$ cat config.mk
export PLATFORM = sky130hd
export DESIGN_NAME = crc8_serial
export DESIGN_NICKNAME = d
export VERILOG_FILES = /design/src/rtl/crc8_serial.sv
export SDC_FILE = /design/constraint.sdc
export NUM_CORES = 1
export LEC_CHECK = 0
export BUFFER_PORTS_ARGS = -buffer_cell sky130_fd_sc_hd__buf_2
export CORE_AREA = 4 4 41 43
export DETAILED_ROUTE_END_ITERATION = 6
export DIE_AREA = 0 0 45 47
export MAX_ROUTING_LAYER = met4
export PLACE_DENSITY = 0.42
export SYNTH_ARGS = -nofsm -noshare
export SYNTH_HDL_FRONTEND = slang
export SYNTH_SLANG_ARGS = --single-unit
$ cat constraint.sdc
create_clock -name clk -period 1.1 [get_ports clk]
set_input_delay 0.165 -clock clk [delete_from_list [all_inputs] [get_ports clk]]
set_output_delay 0.165 -clock clk [all_outputs]
set_load 0.1 [all_outputs]
$ cat src/rtl/crc8_serial.sv
// Bit-serial CRC-8 generator/checker: an MSB-first Galois LFSR that absorbs one
// message bit per enabled clock and exposes the running remainder every cycle.
// The serial data input is named serial_bit because "bit" is a reserved word.
module crc8_serial #(
    parameter logic [7:0] POLY        = 8'h07,
    parameter logic [7:0] INIT        = 8'h00,
    parameter logic [7:0] XOR_OUT     = 8'h00,
    parameter bit         REFLECT_OUT = 1'b0
) (
    input  logic       clk,
    input  logic       rst,
    input  logic       serial_bit,
    input  logic       shift,
    output logic [7:0] result
);

    localparam int unsigned CRC_W = 8;

    logic [CRC_W-1:0] crc_reg;
    logic [CRC_W-1:0] crc_nxt;
    logic [CRC_W-1:0] xored;
    logic [CRC_W-1:0] reversed;
    logic             fb;

    // Next remainder: one LFSR step when shift is high, otherwise hold.
    always_comb begin
        crc_nxt = crc_reg;
        fb      = serial_bit ^ crc_reg[CRC_W-1];
        if (shift) begin
            crc_nxt = {crc_reg[CRC_W-2:0], 1'b0} ^ (fb ? POLY : CRC_W'(0));
        end
    end

    // CRC register; synchronous active-low reset wins over shift.
    always_ff @(posedge clk) begin
        if (!rst) begin
            crc_reg <= INIT;
        end else begin
            crc_reg <= crc_nxt;
        end
    end

    // Output mapping depends only on crc_reg, so result is valid right after the edge.
    always_comb begin
        xored    = crc_reg ^ XOR_OUT;
        reversed = '0;
        for (int i = 0; i < int'(CRC_W); i++) begin
            reversed[i] = xored[CRC_W-1-i];
        end
        result = REFLECT_OUT ? reversed : xored;
    end

endmodule

# ---- Yosys cells after proc, flatten, opt, wreduce, memory -nomap -nowiden
# Cells that the tools add are included.
dict set report totals {
  regBits 8
  input_bits 4
  elab_cells 4
}
dict set report op_classes {
  mux 1
  bitwise 2
}
# operator n
set op_table {}
lappend op_table {{8-bit by 3-bit bitwise XOR with 8-bit output} 1}
lappend op_table {{3-bit 2-to-1 mux} 1}
lappend op_table {{1-bit bitwise XOR} 1}

# ---- Logic depth before layout (Yosys ltp)
dict set report depth {
  ltp_word 3
  mapped_depth 3
  ltp_nobuf 3
}

# ---- Worst setup path before layout
# OpenSTA, ideal clock, no wires.
dict set report synth_path {
  path_kind {reg2reg}
  startpoint {register crc_reg[7] (netlist: result[7])}
  endpoint {register crc_reg[2] (netlist: result[2])}
  setup_ps 135
  t_arrival_ps 1470
  required_ps 965
  setup_slack_ps -505
  path_stages_with_launch 4
  path_cell_list {dfxtp_1 > xnor2_1 > nand4_1 > o211ai_1}
}
dict set report synth_via {
  elab_chain_cells 3
}
# element line_no
set synth_lines {}
lappend synth_lines {{from (decl)} 19} ;# logic [CRC_W-1:0] crc_reg;
lappend synth_lines {{from (signal assigned)} 39} ;# crc_reg <= crc_nxt;
lappend synth_lines {{1-bit bitwise XOR} 28} ;# fb = serial_bit ^ crc_reg[CRC_W-1];
lappend synth_lines {{3-bit 2-to-1 mux} 30} ;# crc_nxt = {crc_reg[CRC_W-2:0], 1'b0} ^ (fb ? POLY : CRC_W'(0));
lappend synth_lines {{8-bit by 3-bit bitwise XOR with 8-bit output} 30}
# Every way passes these cells.
# A chain may end at the register's enable or synchronous reset.

# ---- Final worst setup path
dict set report layout_path {
  startpoint {register crc_reg[0] (netlist: result[0])}
  endpoint {output result[0]}
}
# element line_no
set layout_lines {}
lappend layout_lines {{to (decl)} 14} ;# output logic [7:0] result
# No word-level cell between the ends.

==> impl_metrics.yaml <==
sta:
  tightest_slew_ps: 270
  finalCriticalPeriod_ps: 978
  fin_skew_ps: 9.94
  finalCritPeriodShare_pct: 88.9
  fin_setup_tns_ps: 0
  hold_viol: 0
  final-setup-viol-count: 0
  drv_slew: 0
  rsz0062_at_grt: "false"
  fmax_mhz: 1020
  max-slew-margin-rel_pct: 82.0
worst_setup_path:
  timing.rr.end: "result[1]$_SDFFE_PN0P_"
  r2r-start: "result[7]$_SDFFE_PN0P_"
  critPathTopFamily: "flip-flops"
  critPathBufInv: 1
  path_cells: "buf_12"
  endpoint_kind: "output port"
  cp_max_fo: 4
  critPathArrivalTime_ps: 810
  crit_path_start_kind: "register"
  crit_type: "reg -> out"
  cp.required_ps: 940
  reg2reg_depth: 3
  cp_slowest_cell: "dfxtp_2"
  slowest_delay_ps: 370
  reg2reg_slack_ps: 180
logic_synthesis:
  syn_nets: 35
  syn_inst: 31
  synth-seq-cells: 8
  ys_seq_area_share_pct: 47.6
  synth_area_leaders: "dfxtp_1 (48%), mux2i_1 (15%), nor2b_1 (9.3%)"
  netlist_area_um2: 337
  synth-edff-count: 0
  synth_largest_area_cell: "dfxtp_1"
  avgSynthCellArea_um2: 10.9
  async_flop_share_pct: 0
  netlist_top_cells_count: "dfxtp_1 (8), mux2i_1 (5), nor2b_1 (5), nand3b_1 (4)"
  synth.distinct_cells: 11
  synth_top_area_share_pct: 47.6
  ys.flop_type: "dfxtp_1"
  post-synth-top-count-cell: "dfxtp_1"
  yosysWarnings: 0
routing:
  drt_wl_total_um: 672
  ant_nets: 0
  post_drt_wl_per_cell_um: 11.4
  drc_errors: 0
  drt-vias-per-instance: 4.73
  first_pass_iters: 3
  drt_iter0_markers: 5
  vias: 279
clocking:
  htreeDepth: 1
  cts_sinks: 8
  cts_buffers: 3
  cts-root-buf: "clkbuf_4"
  cts_tree: "built"
  path_clk_slew_ps: 60
  clockBufferDepth: 2
  clk_latency_ps: 260
  cts_setup_buffers: 0
floorplan:
  rows: 13
  die_x_um: 45
  initial_utilization_pct: 25.9
  dieHeight_um: 47
  die_area_um2: 2120
  coreArea_um2: 1300
  io_pins: 12
hold_path:
  hp-start: "rst"
  hold_class: "in -> reg"
  hold-path-endpoint: "result[0]$_SDFFE_PN0P_"
  whs_path_depth: 2
global_route:
  grt_util_met1_pct: 8.03
  grt_max_degree: 14
  use_met2_pct: 11.0
  grt_pass1_wl_um: 1040
  grt_pass1_vias: 260
  grt_usage_pct: 7.53
  grt.met3_usage_pct: 2.30
  overflow: 0
  antenna_found_initial: 0
  grt.busiest_layer: "met2"
cells_and_area:
  drive_gt1_share_pct: 52.3
  fin_util_pct: 43.2
  largest_reg_flops: 8
  area.growth.synth_to_final_pct: 66.9
  diodes: 0
  fin_nets: 49
placement:
  hpwlAfterDp_um: 508
  place.gp.congestion: 0.617
  portBuffers: 11
power:
  power_density_nw_per_um2: 1290
  leakage_nw: 0.224
  irDropWorstVdd_uv: 539
status:
  status: "finished, final reports clean"
job:
  cap_violations: 0
per-stage QoR:
step | cell area, um2 | hold slack, ps | worst slack (ps) | total power [mW] | cells
after floorplan | 349 | 337 | 23.8 | 0.428 | 31
after global placement | 528 | 507 | 128 | 0.486 | 55
after detailed placement | 528 | 513 | 77.6 | 0.488 | 55
after CTS | 554 | 235 | 61.0 | 0.736 | 59
after global routing | 562 | 257 | 94.6 | 0.753 | 59
final | 562 | 242 | 122 | 0.724 | 59
how the worst max path moves through the flow:
stage                                         to  cells after the start  slack (ps)                   start
after global routing                   result[1]                      1          90  result[1]$_SDFFE_PN0P_
after detailed placement  result[0]$_SDFFE_PN0P_                      3          80  result[7]$_SDFFE_PN0P_
after global placement    result[2]$_SDFFE_PN0P_                      3         130  result[7]$_SDFFE_PN0P_
after floorplan           result[1]$_SDFFE_PN0P_                      3          20  result[7]$_SDFFE_PN0P_
after CTS                 result[1]$_SDFFE_PN0P_                      3          60  result[7]$_SDFFE_PN0P_
final                                  result[0]                      1         120  result[0]$_SDFFE_PN0P_
cell usage in the layout (no fill, tap or decap), drive strengths merged:
cell type	synthesis	final
dfxtp	8	8
nand3b	4	4
mux2i	5	5
o211a	1	1
buf	1	11
nand4	2	2
nor2b	5	5
xnor2	1	1
nand2	1	1
clkbuf	1	4
o211ai	2	2
cells by family (layout without fill, tap and decap cells):
kind of cell,Yosys count,count (layout),synth area share [%]
simple gates,12,12,23.0
xor+xnor,1,1,2.60
compound gates,3,3,7.43
flops,8,8,47.6
mux,5,5,14.9
buf+inv,2,15,4.46
timing repair:
item                       4_1_cts  5_1_grt
hold buffers                     0        0
setup endpoints to repair        0        3
gates resized for setup          0        1
layer usage:
layer / vias to the layer above / part of all wire, %
li1: 138 / -
met1: 131 / 44
met5: - / 0
met2: 8 / 49
met4: 0 / 1.3
met3: 2 / 5.5
layout make-up:
class / count / area, um2
fill: 133 / 739
timing repair buffer: 11 / 175
sequential: 8 / 173
multi-input combinational: 21 / 169
clock buffer: 4 / 26.3
tap: 15 / 18.8
worst register-to-register path, cell delays in order, from the launching register on:
cell and delay, ps:
dfxtp_4 360, xnor2_2 250, nand4_1 130, o211ai_1 110
report_power, final:
group	switching, mW	internal [mW]
Clock	0.103	0.139
Sequential	0.0145	0.301
Combinational	0.104	0.0628
Total	0.221	0.503
(Power assumes the default switching activity.)
